[src/rtl/slice_sched_pkg.sv]
// rtl/slice_sched_pkg.sv - shared types, constants and round-robin pick helper for slice_rr_scheduler
package slice_sched_pkg;

    typedef enum logic {
        IDLE  = 1'b0,
        GRANT = 1'b1
    } state_t;

    localparam int GRANT_CNT_W = 16;
    localparam int MAX_REQ     = 16;

    typedef struct packed {
        logic       valid;
        logic [3:0] idx;
    } pick_t;

    // First set bit strictly after ptr, wrapping; ptr itself is visited last.
    function automatic pick_t rr_pick(input logic [MAX_REQ-1:0] req,
                                      input logic [3:0]         ptr,
                                      input int                 n_req);
        pick_t p;
        int    idx;
        p = '0;
        for (int i = 1; i <= MAX_REQ; i++) begin
            idx = (int'(ptr) + i) % n_req;
            if (i <= n_req && !p.valid && req[4'(idx)]) begin
                p.valid = 1'b1;
                p.idx   = 4'(idx);
            end
        end
        return p;
    endfunction

endpackage

[src/rtl/slice_counter.sv]
// rtl/slice_counter.sv - slice counter with sync clear and runtime final value
module slice_counter #(
    parameter int BITS = 4
) (
    input  logic            clk,
    input  logic            reset_n,
    input  logic            i_en,
    input  logic            i_clr,
    input  logic [BITS-1:0] i_final,
    output logic [BITS-1:0] o_count,
    output logic            o_done
);

    logic [BITS-1:0] r_count;

    always_ff @(posedge clk or negedge reset_n) begin
        if (!reset_n) begin
            r_count <= '0;
        end else if (i_clr) begin
            r_count <= '0;
        end else if (i_en) begin
            r_count <= r_count + 1'b1;
        end
    end

    assign o_count = r_count;
    assign o_done  = (r_count == i_final);

endmodule

[src/rtl/slice_rr_scheduler.sv]
// rtl/slice_rr_scheduler.sv - time-slice round-robin scheduler; optional SLICE_RR_GRANT_COUNT_EN adds grant_total
module slice_rr_scheduler
    import slice_sched_pkg::*;
#(
    parameter  int N_REQ = 4,
    parameter  int BITS  = 4,
    localparam int ID_W  = (N_REQ > 1) ? $clog2(N_REQ) : 1
) (
    input  logic             clk,
    input  logic             reset_n,
    input  logic             enable,
    input  logic [N_REQ-1:0] req,
    input  logic [N_REQ-1:0] release_i,
    input  logic [BITS-1:0]  slice_len,
    output logic [N_REQ-1:0] grant,
    output logic [ID_W-1:0]  grant_id,
    output logic             busy,
    output logic [BITS-1:0]  slice_cnt
`ifdef SLICE_RR_GRANT_COUNT_EN
    ,
    output logic [GRANT_CNT_W-1:0] grant_total
`endif
);

    state_t             r_state;
    logic [N_REQ-1:0]   r_grant;
    logic [ID_W-1:0]    r_grant_id;
    logic [ID_W-1:0]    r_ptr;
    logic [BITS-1:0]    r_slice_final;

    logic [MAX_REQ-1:0] w_req_ext;
    logic [3:0]         w_search_ptr;
    pick_t              w_pick;
    logic               w_in_grant;
    logic               w_slice_end;
    logic               w_start;
    logic               w_cnt_clr;
    logic               w_cnt_en;
    logic               w_done;
    logic [BITS-1:0]    w_cnt;

    assign w_in_grant   = (r_state == GRANT);
    assign w_req_ext    = MAX_REQ'(req);
    // At slice end the search starts after the current owner, so it is re-picked only if alone.
    assign w_search_ptr = w_in_grant ? 4'(r_grant_id) : 4'(r_ptr);
    assign w_pick       = rr_pick(w_req_ext, w_search_ptr, N_REQ);

    assign w_slice_end  = w_in_grant &
                          (w_done | ~req[r_grant_id] | release_i[r_grant_id]);
    assign w_start      = enable & w_pick.valid & (~w_in_grant | w_slice_end);
    assign w_cnt_clr    = enable & (~w_in_grant | w_slice_end);
    assign w_cnt_en     = enable & w_in_grant & ~w_slice_end;

    slice_counter #(
        .BITS (BITS)
    ) u_slice_counter (
        .clk     (clk),
        .reset_n (reset_n),
        .i_en    (w_cnt_en),
        .i_clr   (w_cnt_clr),
        .i_final (r_slice_final),
        .o_count (w_cnt),
        .o_done  (w_done)
    );

    always_ff @(posedge clk or negedge reset_n) begin
        if (!reset_n) begin
            r_state       <= IDLE;
            r_grant       <= '0;
            r_grant_id    <= '0;
            r_ptr         <= ID_W'(N_REQ - 1);
            r_slice_final <= '0;
        end else if (enable) begin
            if (w_slice_end) begin
                r_ptr <= r_grant_id;
            end
            if (w_start) begin
                r_state       <= GRANT;
                r_grant       <= N_REQ'(1) << w_pick.idx;
                r_grant_id    <= ID_W'(w_pick.idx);
                r_slice_final <= slice_len;
            end else if (~w_in_grant | w_slice_end) begin
                r_state    <= IDLE;
                r_grant    <= '0;
                r_grant_id <= '0;
            end
        end
    end

    assign grant     = r_grant;
    assign grant_id  = r_grant_id;
    assign busy      = w_in_grant;
    assign slice_cnt = w_cnt;

`ifdef SLICE_RR_GRANT_COUNT_EN
    logic [GRANT_CNT_W-1:0] r_grant_total;

    always_ff @(posedge clk or negedge reset_n) begin
        if (!reset_n) begin
            r_grant_total <= '0;
        end else if (w_start && (r_grant_total != '1)) begin
            r_grant_total <= r_grant_total + 1'b1;
        end
    end

    assign grant_total = r_grant_total;
`endif

endmodule

[config.mk]
export PLATFORM = sky130hd
export DESIGN_NAME = slice_rr_scheduler
export DESIGN_NICKNAME = d
export VERILOG_FILES = /design/src/rtl/slice_sched_pkg.sv /design/src/rtl/slice_counter.sv /design/src/rtl/slice_rr_scheduler.sv
export SDC_FILE = /design/constraint.sdc
export NUM_CORES = 1
export LEC_CHECK = 0
export CORE_MARGIN = 1
export CORE_UTILIZATION = 40
export DETAILED_ROUTE_END_ITERATION = 10
export PLACE_DENSITY_LB_ADDON = 0.08
export SETUP_SLACK_MARGIN = 0.2
export SYNTH_ARGS = -nofsm -noshare
export SYNTH_HDL_FRONTEND = slang
export SYNTH_SLANG_ARGS = --single-unit
[constraint.sdc]
create_clock -name clk -period 2.4 [get_ports clk]
set_clock_uncertainty 0.15 [all_clocks]
set_input_delay 0.48 -clock clk [delete_from_list [all_inputs] [get_ports clk]]
set_output_delay 0.48 -clock clk [all_outputs]
set_load 0.02 [all_outputs]
## Word level (Yosys, flattened, before mapping)

Index checks and enable logic that the tools add are counted.

| word-level totals | value |
|---|---|
| flip-flop bits (word level) | 17 |
| input bits | 15 |
| output and inout bits | 11 |
| word-level logic and storage cells | 78 |

| operators by class | value |
|---|---|
| $add $sub $neg | 5 |
| magnitude comparators | 5 |
| equality and inequality tests | 1 |
| shift-type cells | 1 |
| muxes and demuxes | 29 |
| bitwise logic cells | 16 |
| reductions and logical operators | 15 |

Operators with widths:

| cell | number |
|---|---|
| 3-bit by 6-bit less-than comparator with 1-bit output (second input constant) | 4 |
| 5-bit 2-to-1 mux | 4 |
| 4-bit 2-to-1 mux | 4 |
| 1-bit binary-select mux with 3-bit select | 4 |
| 1-bit 2-to-1 mux | 12 |
| 2-bit OR reduction | 4 |
| 1-bit bitwise AND | 6 |
| 2-bit 2-to-1 mux | 3 |
| 2-bit AND reduction | 3 |
| 2-bit by 1-bit adder with 2-bit output (second input constant) | 2 |
| 2-bit adder (second input constant) | 2 |
| 4-bit by 1-bit adder with 4-bit output (second input constant) | 1 |
| 1-bit bitwise AND (first input constant) | 4 |
| 1-bit binary-select mux with 2-bit select | 2 |
| 4-bit == test | 1 |
| 2-bit nonzero test | 2 |
| 1-bit by 4-bit << shifter with 4-bit output (first input constant) | 1 |
| 1-bit logical AND | 3 |
| 1-bit zero test | 3 |
| 2-bit by 3-bit less-than comparator with 1-bit output (second input constant) | 1 |
| 1-bit inverter | 3 |
| 1-bit OR | 3 |

## Logic depth before layout (Yosys ltp)

Gate-level depths: netlist (run 1).

| logic depth | value |
|---|---|
| depth after elaboration | 21 |
| depth in mapped cells | 6 |
| gate-level depth less buffers | 5 |

## Hierarchy

A second synthesis (run 1) with hierarchy kept.

| unflattened totals | value |
|---|---|
| cell total of the unflattened synthesis | 82 |
| area total of the unflattened synthesis | 947.2 um2 |

Modules (own cells, without submodules):

| module | times used | cells an instance | area each (um2) | seq. area each (um2) |
|---|---|---|---|---|
| slice_rr_scheduler | 1 | 61 | 713.2 | 327.8 |
| slice_counter | 1 | 21 | 234.0 | 100.1 |

## Worst setup path after synthesis (run 1)

OpenSTA, ideal clock, no wires.

| path | value |
|---|---|
| path kind | input port to flip-flop |
| from | in req[1] |
| to | reg r_slice_final[0] |
| setup time | 125 ps |
| data arrival time | 1830 ps |
| required time | 2125 ps |
| setup slack | 295 ps |
| cell stages on the path | 6 |
| path buffers | 1 |
| cell sequence | buf_2 > and4bb_4 > nor4_4 > or3_4 > nand2b_4 > mux2_4 |

| between the ends | value |
|---|---|
| longest elaborated chain between the ends | 16 |
| elaborated cells on any way between the ends | 32 |
| classes of those cells | mux: 18; bitwise: 7; reduce/logical: 7 |

Ends and longest elaborated chain:

| element | line | text |
|---|---|---|
| start: declaration | slice_rr_scheduler.sv:12 | `input logic [N_REQ-1:0] req,` |
| 1-bit binary-select mux with 3-bit select | slice_sched_pkg.sv:26 | `if (i <= n_req && !p.valid && req[4'(idx)]) begin` |
| 1-bit 2-to-1 mux (not written as such) (2 in series) | slice_sched_pkg.sv:26 |  |
| 5-bit 2-to-1 mux | slice_sched_pkg.sv:26 |  |
| 1-bit zero test | slice_sched_pkg.sv:26 |  |
| 1-bit logical AND | slice_sched_pkg.sv:26 |  |
| 5-bit 2-to-1 mux | slice_sched_pkg.sv:26 |  |
| 1-bit zero test | slice_sched_pkg.sv:26 |  |
| 1-bit logical AND | slice_sched_pkg.sv:26 |  |
| 5-bit 2-to-1 mux | slice_sched_pkg.sv:26 |  |
| 1-bit zero test | slice_sched_pkg.sv:26 |  |
| 1-bit logical AND | slice_sched_pkg.sv:26 |  |
| 5-bit 2-to-1 mux | slice_sched_pkg.sv:26 |  |
| 1-bit bitwise AND | slice_rr_scheduler.sv:50 | `assign w_start = enable & w_pick.valid & (~w_in_grant \| w_slice_end);` |
| 1-bit bitwise AND * | slice_rr_scheduler.sv:50 |  |
| 2-bit AND reduction (no line) * | n/a |  |
| end signal: assignment | slice_rr_scheduler.sv:81 | `r_slice_final <= slice_len;` |
| end: declaration | slice_rr_scheduler.sv:29 | `logic [BITS-1:0] r_slice_final;` |

Mark *: on every way between the ends. The rest lies on a longest branch, timed or not. The select of a mux whose other input is x is not followed.
A chain may end at the register's enable or synchronous reset.

## Final worst setup path (run 1)

| path | value |
|---|---|
| from | in req[0] |
| to | reg r_slice_final[0] |

Same word-level chain as after synthesis.

==> results of run 1 <==
==> flip-flops by register name, indices dropped and copies added, names as in the netlist <==
| register | flops |
|---|---|
| busy | 1 |
| grant | 4 |
| grant_id | 2 |
| r_ptr | 2 |
| r_slice_final | 4 |
| u_slice_counter.o_count | 4 |
==> per-layer routing <==
| layer | share of wire | up-vias | GRT usage |
|---|---|---|---|
| li1 | - | 446 | - |
| met1 | 0.47 | 414 | 0.224 |
| met2 | 0.48 | 22 | 0.278 |
| met3 | 0.046 | 2 | 0.0361 |
| met4 | 0.0068 | 0 | 0.0513 |
| met5 | 0 | - | 0 |
==> synthesized netlist by cell type, drive strengths merged, types with 2 or more instances <==
master / count
dfstp: 2
a22o: 2
a21oi: 2
clkbuf: 2
buf: 2
o31ai: 2
xor2: 4
mux2: 7
a31oi: 2
and4bb: 2
mux2i: 2
dfrtp: 15
o21ai: 11
inv: 6
nand2: 9
nor4: 2
or2: 2
nand2b: 3
nor2: 2
nand3: 4
==> power by group through the flow <==
stage               clock (mW)  combinational (mW)  sequential (mW)
global placement             0               0.739            0.520
detailed placement           0               0.745            0.520
floorplan                    0               0.462            0.544
CTS                      0.158               0.748            0.516
finish                   0.151               0.743            0.516
global route             0.171               0.806            0.534
==> how the worst min path moves through the flow <==
stage,to,depth (start not counted),start,slack (ns)
after floorplan,busy,0,reset_n,0.03
after global placement,grant[0],2,grant[0],0.32
after detailed placement,grant[2],2,grant[2],0.32
after CTS,grant[2],2,grant[2],0.35
after global routing,r_slice_final[1],2,reset_n,0.39
final,grant[2],2,grant[2],0.34
==> final cells by class <==
class / instances / area [µm²] / area share
Multi-Input combinational cell: 74 / 621 / 0.421
Sequential cell: 17 / 432 / 0.293
Timing Repair Buffer: 36 / 333 / 0.226
Tap cell: 30 / 37.5 / 0.0255
Clock buffer: 3 / 22.5 / 0.0153
Inverter: 6 / 22.5 / 0.0153
Clock inverter: 1 / 5.00 / 0.00340
==> through the flow <==
stage / total power [mW] / TNS (ns) / area (µm²) / utilization / hold slack, ns
final: 1.41 / 0 / 1470 / 0.584 / 0.342
after CTS: 1.42 / 0 / 1470 / 0.582 / 0.346
after floorplan: 1.01 / 0 / 1090 / - / 0.0344
after global placement: 1.26 / -0.0581 / 1440 / 0.571 / 0.319
after global routing: 1.51 / 0 / 1470 / 0.584 / 0.386
after detailed placement: 1.27 / -0.245 / 1440 / 0.571 / 0.322
==> tightest hold or removal path: cells and delay by family (launching register included) <==
family / cells / cell delay (ns)
and+or+nand+nor: 1 / 0.05
AOI/OAI and AO/OA: 1 / 0.06
DFF: 1 / 0.36
==> cells by family (layout without fill, tap and decap cells) <==
group	count (synthesis)	after routing	synth area share
buffers and inverters	10	46	0.0423
DFF	17	17	0.391
and+or+nand+nor	31	31	0.217
AOI/OAI and AO/OA	29	29	0.195
xor gates and xnor gates	4	4	0.0320
adders and majority gates	1	1	0.0114
muxes	9	9	0.111
==> flow_summary_export.csv, run 1 <==
group,metric,value,unit
setup_path,crit_path_cell_trace,"clkdlybuf4s50_1 > nor4b_2 > nor4_4 > or3_4 > nand2b_4 > mux2_4",
cts,post_cts.repair.setup_buffers,0,
pwr,power_frac_clock,0.107,
finish,final-instance-count-excl-fill,167,
flow_run,cap_viol_max_count,0,
synthesis,syn_nets,117,
placement,placement.setup.worst_slack,-0.0583,ns
routing,vias_per_cell,5.29,
routing,drt_first_pass_iters,4,
finish,synthToLayoutAreaGrowth,34.5,%
synthesis,postSynth.asyncResetShare,1.00,
pwr,powerDensity,957,nW/µm²
floorplanning,num_rows,18,
floorplanning,floorplan.die.width,54.3,µm
synthesis,synth_enable_flop_cells,0,
setup_path,criticalPathCategory,"in2reg",
setup_path,reg2regPathDepth,5,
min_path,timing.hold.worst.class,"reg2reg",
finish,layout_commonest_cell,"sky130_fd_sc_hd__clkdlybuf4s50_1",
sta,final-hold-violation-count,0,
floorplanning,design.core.area,2520,µm²
routing,dr_total_vias,884,
setup_path,rr_startpoint,"grant_id[1]",
setup_path,data_arrival_time_of_the_critical_path,2.17,ns
routing,drcViolationCount,0,
synthesis,synth_top_cells_by_area,"sky130_fd_sc_hd__dfrtp_1 (34%), sky130_fd_sc_hd__mux2_4 (8.2%), sky130_fd_sc_hd__dfstp_2 (4.8%)",
finish,layout_common_cells,"sky130_fd_sc_hd__clkdlybuf4s50_1 (25), sky130_fd_sc_hd__dfrtp_1 (12), sky130_fd_sc_hd__buf_4 (11)",
pwr,power.ir.vdd_worst,0.658,mV
outcome,status,"complete, no violations",
sta,timing.final.max_slew_violations,0,
cts,cts_tree,"built",
pwr,comb_power_share,0.527,
finish,fill_cells,237,
pwr,power.share.switching,0.388,
setup_path,timing.critical_path.to_type,"flip-flop",
setup_path,sum_of_buffers_and_inverters_on_the_critical_path,1,
sta,min_period_over_period,0.892,
placement,place.gp.congestion,0.847,
synthesis,post_synth_num_cell_types,46,
setup_path,critical_path_slowest_stage_cell,"sky130_fd_sc_hd__clkdlybuf4s50_1",
setup_path,setup.worst_path.start_class,"input pin",
setup_path,critPathTopFamily,"simple AND/OR/NAND/NOR gates",
setup_path,crit_path_max_fanout,5,
floorplanning,die_ar,2950,µm²
placement,placement.io_buffers,25,
setup_path,r2r_setup_slack,0.37,ns
pwr,power.net_switching,548,µW
floorplanning,io-pin-count,26,
setup_path,timing.critical_path.slowest_cell_delay,0.50,ns
sta,relSlewSlack,0.704,
grt,grt_overflow_total,0,
synthesis,synthesis.instances,101,
finish,n_antenna_cell,0,
grt,global_route_wire_length_before_repair,3550,µm
floorplanning,starting_density_of_the_core,0.434,
grt,pin_count_of_the_biggest_net_entering_global_routing,18,
pwr,sequentialPowerShare,0.366,
sta,rsz0062_at_grt,"false",
routing,drt_wl_total,2190,µm
synthesis,synthesis.area_per_instance,10.8,µm²
finish,layout_cells_sized_above_1,0.277,
routing,routedWlPerCell,13.1,µm
setup_path,worst_r2r_endpoint,"r_slice_final[0]",
setup_path,start_point_of_the_critical_path,"req[0]",
cts,cts_root_buffer,"sky130_fd_sc_hd__clkbuf_4",
cts,cts_inserted_buffers,3,
finish,design.final.nets,154,
cts,hold_buffers,0,
placement,hpwl,1740,µm
sta,report.final.setup_viol,0,
synthesis,synthesis.area,1090,µm²
synthesis,post_synth_top_area_share,0.343,
floorplanning,die-height,54.3,µm
cts,cts-htree-levels,1,
synthesis,synth_sequential_area_ratio,0.391,
placement,placed_cells_incl_taps,163,
synthesis,synth_seq_cells,17,
cts,worst_skew_pair.late_latency,0.28,ns
grt,grt_antenna_before_repair,0,
cts,cts_repair_resize_count,0,
pwr,total_leakage_power,0.648,nW
sta,worst_slack,0.260,ns
grt,track_usage,0.170,
cts,clockBufferDepth,2,
sta,tightestPinTransition,0.441,ns
grt,first_global_vias,805,
routing,drt_iter0_markers,11,
synthesis,post-synth-top-area-cell,"sky130_fd_sc_hd__dfrtp_1",
routing,drt.antenna.violating_nets,0,
sta,final_min_period,2.14,ns
synthesis,ys.warnings.count,0,
setup_path,cp_data_required_time,2.43,ns
synthesis,synth_top_flop_cell,"sky130_fd_sc_hd__dfrtp_1",
setup_path,timing.critical_path.depth,6,
cts,worst_setup_hold_path_clk_slew,0.10,ns
pwr,power.internal,862,µW
sta,timing_limited_maximum_frequency,0.467,GHz
cts,clkSinkCount,17,
setup_path,worst_setup_path_endpoint,"r_slice_final[0]",
No activity file was read; power rests on OpenSTA's default activity.
==> run 2, diff against run 1 <==
--- a/config.mk
+++ b/config.mk
@@ -7,6 +7,7 @@
 export LEC_CHECK = 0
 export CORE_MARGIN = 1
 export CORE_UTILIZATION = 40
+export CTS_BUF_LIST = sky130_fd_sc_hd__clkbuf_16
 export DETAILED_ROUTE_END_ITERATION = 10
 export PLACE_DENSITY_LB_ADDON = 0.08
 export SETUP_SLACK_MARGIN = 0.2
==> run 2 against run 1 <==
  * Die area unchanged
  * Cell count increased by 0.60%
  * Sequential power about the same
  * Clock power increased by 120%
  * Cell area increased by 4.8%
  * Register-to-register slack about the same
  * Critical endpoint unchanged
  * Largest power group unchanged
  * Highest routed layer unchanged
==> flow_summary_export.csv, run 2 (synthesis results as in run 1) <==
group,metric,value,unit
outcome,status,"complete, no violations",
placement,hpwl,1740,µm
setup_path,setup.worst_path.start_class,"input pin",
floorplanning,starting_density_of_the_core,0.434,
cts,worst_skew_pair.late_latency,0.24,ns
floorplanning,design.core.area,2520,µm²
setup_path,data_arrival_time_of_the_critical_path,2.11,ns
finish,layout_cells_sized_above_1,0.261,
finish,layout_commonest_cell,"sky130_fd_sc_hd__clkdlybuf4s50_1",
cts,cts_tree,"built",
routing,drt_iter0_markers,9,
sta,report.final.setup_viol,0,
finish,final-instance-count-excl-fill,168,
setup_path,timing.critical_path.to_type,"flip-flop",
floorplanning,floorplan.die.width,54.3,µm
cts,worst_setup_hold_path_clk_slew,0.05,ns
pwr,power.share.switching,0.357,
floorplanning,num_rows,18,
routing,drt_wl_total,2220,µm
finish,layout_common_cells,"sky130_fd_sc_hd__clkdlybuf4s50_1 (24), sky130_fd_sc_hd__dfrtp_1 (15), sky130_fd_sc_hd__buf_4 (11)",
routing,vias_per_cell,5.28,
floorplanning,die-height,54.3,µm
grt,grt_antenna_before_repair,0,
pwr,power_frac_clock,0.203,
cts,cts_root_buffer,"sky130_fd_sc_hd__clkbuf_16",
grt,grt_overflow_total,0,
sta,min_period_over_period,0.889,
pwr,power.ir.vdd_worst,0.669,mV
pwr,power.net_switching,574,µW
sta,tightestPinTransition,0.440,ns
cts,cts-htree-levels,1,
setup_path,crit_path_max_fanout,5,
sta,timing_limited_maximum_frequency,0.468,GHz
sta,final-hold-violation-count,0,
grt,first_global_vias,811,
sta,final_min_period,2.13,ns
flow_run,cap_viol_max_count,0,
setup_path,criticalPathCategory,"in2reg",
sta,worst_slack,0.265,ns
placement,placement.setup.worst_slack,-0.0583,ns
min_path,timing.hold.worst.class,"reg2reg",
sta,relSlewSlack,0.705,
floorplanning,io-pin-count,26,
finish,design.final.nets,155,
placement,place.gp.congestion,0.847,
finish,fill_cells,222,
sta,rsz0062_at_grt,"false",
pwr,sequentialPowerShare,0.322,
routing,drt_first_pass_iters,4,
floorplanning,die_ar,2950,µm²
grt,global_route_wire_length_before_repair,3600,µm
finish,multi_input_comb_area,629,µm²
placement,placement.io_buffers,25,
grt,track_usage,0.173,
cts,cts_inserted_buffers,3,
finish,synthToLayoutAreaGrowth,41.0,%
sta,timing.final.max_slew_violations,0,
finish,n_antenna_cell,0,
cts,clockBufferDepth,2,
setup_path,cp_data_required_time,2.38,ns
finish,final-seq-area,428,µm²
cts,clkSinkCount,17,
routing,drcViolationCount,0,
routing,dr_total_vias,887,
placement,placed_cells_incl_taps,163,
grt,pin_count_of_the_biggest_net_entering_global_routing,18,
routing,drt.antenna.violating_nets,0,
pwr,comb_power_share,0.475,
finish,final_core_utilization,0.612,
cts,hold_buffers,0,
pwr,powerDensity,1040,nW/µm²
pwr,power.internal,1.03,mW
routing,routedWlPerCell,13.2,µm
pwr,total_leakage_power,0.695,nW
==> run 2: cell count changes in the layout (fill, tap and decap cells not counted), moves of 3 or more <==
cell / change
sky130_fd_sc_hd__dfrtp_1: +3
sky130_fd_sc_hd__clkbuf_16: +3
sky130_fd_sc_hd__dfrtp_2: -3
sky130_fd_sc_hd__clkbuf_4: -3
==> run 2: what timing repair did <==
item / CTS / global route
setup buffers: 0 / 1
resized for setup: 0 / 3
setup endpoints to repair: 0 / 6
==> run 2: path summary, 6_finish.rpt <==
check                       startpoint                          to  slack [ns]  depth (start not counted)
max                             req[0]            r_slice_final[0]        0.27                          6
min                           grant[2]                    grant[2]        0.33                          2
max reg2reg                grant_id[1]                    grant[3]        0.37                          6
min reg2reg                   grant[2]                    grant[2]        0.33                          2
max in group asynchronous      reset_n                    r_ptr[0]        1.43                          2
min in group asynchronous      reset_n  u_slice_counter.o_count[1]        0.42                          2
==> run 2: cell type report <==
cell class              instances  area share
multi-input cells              74       0.408
repair buffers                 37       0.224
well taps                      30      0.0243
clock buffers                   3      0.0486
flip-flops and latches         17       0.277
inverters                       6      0.0146
clock inverters                 1     0.00324
==> run 2: power groups by stage <==
stage	combinational, mW	clock, mW	sequential, mW
floorplan	0.462	0	0.544
finish	0.763	0.326	0.518
global route	0.827	0.348	0.536
global placement	0.739	0	0.520
detailed placement	0.745	0	0.520
CTS	0.749	0.337	0.517
==> run 2: worst max-delay path, stage by stage <==
cell and delay [ns]:
sky130_fd_sc_hd__clkdlybuf4s50_1 0.50, sky130_fd_sc_hd__nor4b_4 0.25, sky130_fd_sc_hd__nor4_4 0.09, sky130_fd_sc_hd__or3_4 0.35
sky130_fd_sc_hd__nand2b_4 0.13, sky130_fd_sc_hd__mux2_4 0.31
==> run 2: per-layer routing <==
| layer | track usage | wire length (µm) | vias up |
|---|---|---|---|
| li1 | - | - | 446 |
| met1 | 0.224 | 1010 | 419 |
| met2 | 0.287 | 1090 | 20 |
| met3 | 0.0444 | 104 | 2 |
| met4 | 0.0385 | 10 | 0 |
| met5 | 0 | 0 | - |
==> run 2: metrics by stage <==
step / instance area, µm² / power [mW] / hold WS, ns / TNS (ns)
finish: 1540 / 1.61 / 0.329 / 0
detailed placement: 1440 / 1.27 / 0.322 / -0.245
CTS: 1520 / 1.60 / 0.334 / 0
global route: 1540 / 1.71 / 0.373 / 0
floorplan: 1090 / 1.01 / 0.0344 / 0
global placement: 1440 / 1.26 / 0.319 / -0.0581
